[config.mk]
export PLATFORM = sky130hd
export DESIGN_NAME = serial_add_sub
export DESIGN_NICKNAME = d
export VERILOG_FILES = /design/src/rtl/serial_add_sub.sv
export SDC_FILE = /design/constraint.sdc
export NUM_CORES = 1
export LEC_CHECK = 0
export CAP_MARGIN = 20
export CORE_UTILIZATION = 48
export DETAILED_ROUTE_END_ITERATION = 16
export PLACE_DENSITY_LB_ADDON = 0.3
export REMOVE_ABC_BUFFERS = 1
export SLEW_MARGIN = 20
export SYNTH_ARGS = -nofsm -noshare
export SYNTH_HDL_FRONTEND = slang
export SYNTH_SLANG_ARGS = --single-unit
[constraint.sdc]
create_clock -name clk -period 2.35 [get_ports clk]
set_input_delay 0.235 -clock clk [delete_from_list [all_inputs] [get_ports clk]]
set_output_delay 0.235 -clock clk [all_outputs]
set_load 0.02 [all_outputs]
[src/rtl/serial_add_sub.sv]
// Digit-serial adder/subtractor: DIGIT bits per clock through a full-adder ripple,
// registered carry between digits, start/busy/done handshake around a three-state FSM.
//
// state | meaning
// IDLE  | waiting for start, outputs hold last result
// RUN   | one digit per edge, STEPS edges total
// DONE  | result valid for one cycle (done=1), start accepted back-to-back
module serial_add_sub #(
    parameter int WIDTH = 8,
    parameter int DIGIT = 1
) (
    input  logic             clk,
    input  logic             rst,
    input  logic             start,
    input  logic             sub,
    input  logic [WIDTH-1:0] a,
    input  logic [WIDTH-1:0] b,
    input  logic             cin,
    output logic             busy,
    output logic             done,
    output logic [WIDTH-1:0] sum,
    output logic             cout,
    output logic             ovf
);

    localparam int IW = $clog2(WIDTH);

    typedef enum logic [1:0] {IDLE, RUN, DONE} state_t;

    state_t           state, state_nxt;
    logic [WIDTH-1:0] op_a, op_b, res, res_nxt;
    logic [IW-1:0]    base;
    logic             carry;
    logic [DIGIT-1:0] dig_a, dig_b, dig_sum;
    logic             dig_cout, msb_carry;
    logic             last_step, accept;

    assign last_step = (base == IW'(WIDTH - DIGIT));
    assign accept    = start && (state != RUN);

    // Subtract is a + ~b + ~cin, so the inverted operand and carry are latched up front.
    always_comb begin
        logic c;
        dig_a     = op_a[base +: DIGIT];
        dig_b     = op_b[base +: DIGIT];
        dig_sum   = '0;
        msb_carry = 1'b0;
        c         = carry;
        for (int i = 0; i < DIGIT; i++) begin
            if (i == DIGIT - 1) msb_carry = c;
            dig_sum[i] = dig_a[i] ^ dig_b[i] ^ c;
            c          = (dig_a[i] & dig_b[i]) | (c & (dig_a[i] ^ dig_b[i]));
        end
        dig_cout = c;
        res_nxt  = res;
        res_nxt[base +: DIGIT] = dig_sum;
    end

    always_ff @(posedge clk or posedge rst) begin
        if (rst) state <= IDLE;
        else     state <= state_nxt;
    end

    always_comb begin
        state_nxt = state;
        busy      = 1'b0;
        done      = 1'b0;
        case (state)
            IDLE: if (start) state_nxt = RUN;
            RUN: begin
                busy = 1'b1;
                if (last_step) state_nxt = DONE;
            end
            DONE: begin
                done      = 1'b1;
                state_nxt = start ? RUN : IDLE;
            end
            default: state_nxt = IDLE;
        endcase
    end

    always_ff @(posedge clk or posedge rst) begin
        if (rst) begin
            op_a  <= '0;
            op_b  <= '0;
            res   <= '0;
            base  <= '0;
            carry <= 1'b0;
            sum   <= '0;
            cout  <= 1'b0;
            ovf   <= 1'b0;
        end else if (accept) begin
            op_a  <= a;
            op_b  <= sub ? ~b : b;
            carry <= cin ^ sub;
            base  <= '0;
        end else if (state == RUN) begin
            res   <= res_nxt;
            carry <= dig_cout;
            base  <= base + IW'(DIGIT);
            if (last_step) begin
                sum  <= res_nxt;
                cout <= dig_cout;
                ovf  <= msb_carry ^ dig_cout;
            end
        end
    end

endmodule

### After elaboration in Yosys (flattened, before gate mapping)

Index checks and enable logic that the tools add are counted.

| storage, ports and cells | value |
|---|---|
| bits in registers | 40 |
| input bits | 21 |
| output and inout port bits | 12 |

| operators by class | value |
|---|---|
| add/sub/neg operators | 2 |
| equal/unequal tests | 6 |
| shifts and indexed selects | 4 |
| mux-type cells | 12 |
| bitwise logic cells | 9 |
| reduce and logical (&&, ||, !) cells | 6 |

Operator list:

| kind | count |
|---|---|
| variable part select 8 x 4 -> 1 bit | 2 |
| bitwise mux 8 bit | 1 |
| 2-to-1 mux 8 bit | 1 |
| inverter 8 bit | 1 |
| variable shift 1 x 5 -> 8 bit (first input constant) | 1 |
| variable part select 1 x 5 -> 8 bit | 1 |
| 2-to-1 mux 3 bit | 2 |
| case mux 2 bit (3 select lines) | 1 |
| 2-to-1 mux 1 bit | 5 |
| negation 3 -> 5 bit | 1 |
| 2-to-1 mux 2 bit | 2 |
| inequality test 2 bit (second input constant) | 2 |
| AND reduction 2 bit | 2 |
| XOR 1 bit | 4 |
| adder 3 x 1 -> 3 bit (second input constant) | 1 |
| equality test 3 bit (second input constant) | 1 |
| AND reduction 3 bit | 1 |
| AND 1 bit | 2 |
| equality test 2 x 1 -> 1 bit (second input constant) | 1 |
| equality test 2 bit (second input constant) | 1 |
| zero test 2 bit | 1 |
| inequality test 2 x 1 -> 1 bit (second input constant) | 1 |
| nonzero test 2 bit | 1 |
| logical AND 1 bit | 1 |
| other kinds (2) | 2 |

### Logic depth before layout (Yosys ltp)

| logic depth | value |
|---|---|
| depth in word-level cells | 6 |
| mapped depth | 8 |
| mapped depth without buffers | 6 |

### Worst setup path after synthesis

No wires, ideal clock.

| path | value |
|---|---|
| kind | register -> register |
| start | reg base[0] |
| end | reg sum[0] |
| library setup time | 0.082 ns |
| data arrival time | 2.331 ns |
| required time | 2.268 ns |
| setup slack | -0.063 ns |
| stages on the path, launching flop included | 7 |
| clock period less this slack | 2.413 ns |
| cell sequence | dfrtp_1 -> buf_2 -> mux4_2 -> mux2i_1 -> fa_1 -> or3_1 -> a31oi_1 |

| on the way | value |
|---|---|
| word-level cells in the longest chain between the ends | 5 |
| elaborated cells on any way between the ends | 10 |
| classes of those cells | add/sub (1); eq/ne (1); shift (4); mux (1); bitwise (2); reduce/logical (1) |

RTL lines:

| item | RTL line | text |
|---|---|---|
| start, declared | 32 | `logic [IW-1:0] base;` |
| start signal, assigned | 100 | `base <= base + IW'(DIGIT);` |
| variable part select 8 x 4 -> 1 bit (on tied branches) | 44, 45 |  |
| XOR 1 bit (2 in series) | 51 | `dig_sum[i] = dig_a[i] ^ dig_b[i] ^ c;` |
| variable part select 1 x 5 -> 8 bit | 56 | `res_nxt[base +: DIGIT] = dig_sum;` |
| bitwise mux 8 bit | 56 |  |
| end signal, assigned | 102 | `sum <= res_nxt;` |
| end, declared | 21 | `output logic [WIDTH-1:0] sum,` |

Several ways; a longest one is shown, not always the timed one.
A chain may end at the register's enable or synchronous reset.

### Final worst setup path

Same ends and word-level chain as after synthesis.

==> summary.md <==
| Metric | Value |
|---|---|
| Top delay family on crit path | `multiplexers` |
| Die Span Y | `66.9 µm` |
| Xor/xnor cell area share of the yosys netlist | `4.34%` |
| Clk_lat worst skew | `0.29 ns` |
| Share of layout cells above drive strength 1 | `22.3%` |
| Largest net degree at the start of global routing | `41` |
| Total Routing Usage GR | `23.3%` |
| Most common cell after layout, fill and taps aside | `dfrtp_1` |
| Crit path launch type | `flip-flop` |
| Relative slew margins | `66.0%` |
| Mean Syn Cell Area | `11.3 µm²` |
| Worst EP arrival | `2.51 ns` |
| Cell count after synthesis | `179` |
| Met3 Resource Use GR | `5.31%` |
| Crit Path Max Fanout | `6` |
| Worst Hold Class | `in2async` |
| Largest family of logic cells by synthesized area | `multiplexers` |
| RSZ-0062 raised after global routing | `yes` |
| Vias | `1509` |
| CTS tree | `done` |
| Critical path endpoint category | `flip-flop` |
| Final design utilization | `64.7%` |
| Cell variety after synth | `38` |
| I/O Pins | `33` |
| Final min period | `2.30 ns` |
| Clock transition at path regs | `0.08 ns` |
| Outcome | `finished, final reports clean` |
| Root Buffer | `clkbuf_8` |
| Core footprint | `4030 µm²` |
| Area delta synth->final | `29.0%` |
| Sequential fraction of the synthesis area | `49.6%` |
| Worst slew pin tran | `0.510 ns` |
| DP HPWL | `3.18 mm` |
| Std-Cell Rows | `23` |
| Worst clock skew | `0.00889 ns` |
| Clk sinks | `40` |
| Hold WS | `0.365 ns` |
| Crit-path cells | `mux4_2 -> mux2i_2 -> fa_2 -> or3_1 -> a31oi_1` |
| Setup violators final | `0` |
| Die Area | `4470 µm²` |
| Syn Std Cell Area | `2020 µm²` |
| Initial antenna violation count | `0` |
| Fillers | `324` |
| Pleak | `1.08 nW` |
| DRC | `0` |
| Async SR Flop Fraction | `100%` |
| Fin nets | `246` |
| Antenna-violating nets left | `0` |
| Period utilisation layout | `98.1%` |
| EDFF count, synth | `0` |
| H-tree depth reported by CTS | `2` |
| Placed cell count | `263` |
| # Max-Cap Violations | `0` |
| Req. time, crit path | `2.56 ns` |
| Final instance count without filler cells | `270` |
| Post-route cell area | `2610 µm²` |
| Starting Density | `50.1%` |
| Syn. warnings | `0` |
| Port bufs | `32` |
| Number of global-route vias before repair | `1618` |
| DR pass1 iterations | `4` |
| Routed length per instance | `16.4 µm` |
| Synth Area in Compound Gates | `12.1%` |
| # Post-CTS Setup Buffers | `0` |
| FMAX | `434 MHz` |
| Global-route track usage on met1 | `25.9%` |
| Adder-cell share of the synthesized area | `3.47%` |
| Gpl congestion | `0.783` |
| Clk buf depth | `2` |
| First-pass GRT wire length | `7.60 mm` |
| CP peak stage delay | `0.53 ns` |
| WS Path Type | `reg2reg` |
| Most frequent cells in the layout | `dfrtp_1, clkdlybuf4s50_1, o21ai_0` |
| Simple-gate share of the synthesized area | `11.8%` |
| Grt met2 use | `42.0%` |
| Final WL | `4.43 mm` |
| CTS Buf Count | `5` |
| Worst path slowest cell | `mux4_2` |
| Antenna Cells | `0` |
| GR peak layer | `met2` |
| Global route overflow | `0` |
| Vias per cell | `5.59` |
| Peak VDD IR | `0.741 mV` |
| Initial DRC Count | `55` |
| Power per cell area | `1600 nW/µm²` |
| Crit path buf inv count | `0` |
| Max-slew violations | `0` |
| Final hold violations | `0` |
| Most used flip-flop cell after synthesis | `dfrtp_1` |
| Die W | `66.9 µm` |
| Placed cell area | `2440 µm²` |
| #FFs+latches synth | `40` |
| Setup tns final | `0 ns` |
| Mux cell area share after synthesis | `14.7%` |
## stage by stage
| step | setup slack (ns) | total power [mW] |
|---|---|---|
| 2_1_floorplan | -0.0641 | 2.52 |
| 3_3_place_gp | -0.00178 | 3.27 |
| 3_5_place_dp | -0.122 | 3.39 |
| 4_1_cts | 0.000740 | 4.07 |
| 5_1_grt | -0.0613 | 4.48 |
| 6_report | 0.0453 | 4.17 |
## registers in the layout, indices dropped and copies added (netlist names)
| name | flops |
|---|---|
| cout | 1 |
| carry | 1 |
| sum | 8 |
| op_b | 8 |
| base | 3 |
| state | 2 |
| op_a | 8 |
| res | 8 |
| ovf | 1 |
## tightest hold or removal path: stages
cell	delay, ns
clkdlybuf4s50_1	0.39
inv_1	0.05
buf_4	0.43
## metal layers
metal / vias up / wire length, µm
met5: - / 0
met3: 8 / 130
met4: 0 / 77
li1: 724 / -
met1: 741 / 1780
met2: 36 / 2450
## power by group
part           switching (mW)  total (mW)  internal (mW)
sequential              0.225        1.24           1.02
combinational            1.19        2.28           1.09
clock                   0.231       0.649          0.418
total                    1.65        4.17           2.53
## path summary, 6_finish.rpt
check / from / to / slack [ns] / depth (start not counted)
max: base[0] / sum[0] / 0.05 / 5
min: rst / sum[2] / 0.36 / 3
max reg2reg: base[0] / sum[0] / 0.05 / 5
min reg2reg: res[0] / res[0] / 0.49 / 1
max in group asynchronous: rst / base[0] / 1.60 / 3
min in group clk: res[0] / res[0] / 0.49 / 1
## kinds of logic after synthesis
logic type	count (synthesis)
simple gates	42
flops	40
fa+ha+maj	5
mux	23
compound gates	41
buf+inv	18
xor+xnor	10
## cell usage after synthesis (2+ instances only)
cell	n	share of area, %
mux2i_1	5	2.5
nor3_1	4	0.99
nor2b_1	2	0.62
o31ai_1	2	0.74
mux2_2	13	7.2
ha_1	4	2.5
nor4bb_1	2	0.99
nor4_1	3	0.93
dfrtp_1	40	50
nand2b_1	4	1.2
o21ai_0	27	6.7
o311a_1	2	0.99
buf_2	3	0.74
clkbuf_1	5	0.93
nand2_1	11	2.0
or3_1	2	0.62
a31oi_1	4	1.2
mux4_2	4	4.5
inv_1	8	1.5
or2_2	2	0.62
nor2_1	6	1.1
xnor2_1	9	3.9
a221o_1	2	0.99
## timing repair
action | 4_1_cts | 5_1_grt
pin swaps | 4 | 3
resized for setup | 2 | 9
endpoints found under the setup margin | 12 | 12
hold buffers | 0 | 0
## area by class of cell
cell class,count,area [µm²],share of cell area [%]
flip-flops and latches,40,1000,38.5
multi-input cells,121,975,37.4
repair buffers,43,403,15.5
clock buffers,5,68.8,2.64
well taps,50,62.6,2.40
clock inverters,2,60.1,2.31
inverters,9,33.8,1.30
Power figures use the tool's default switching activity.
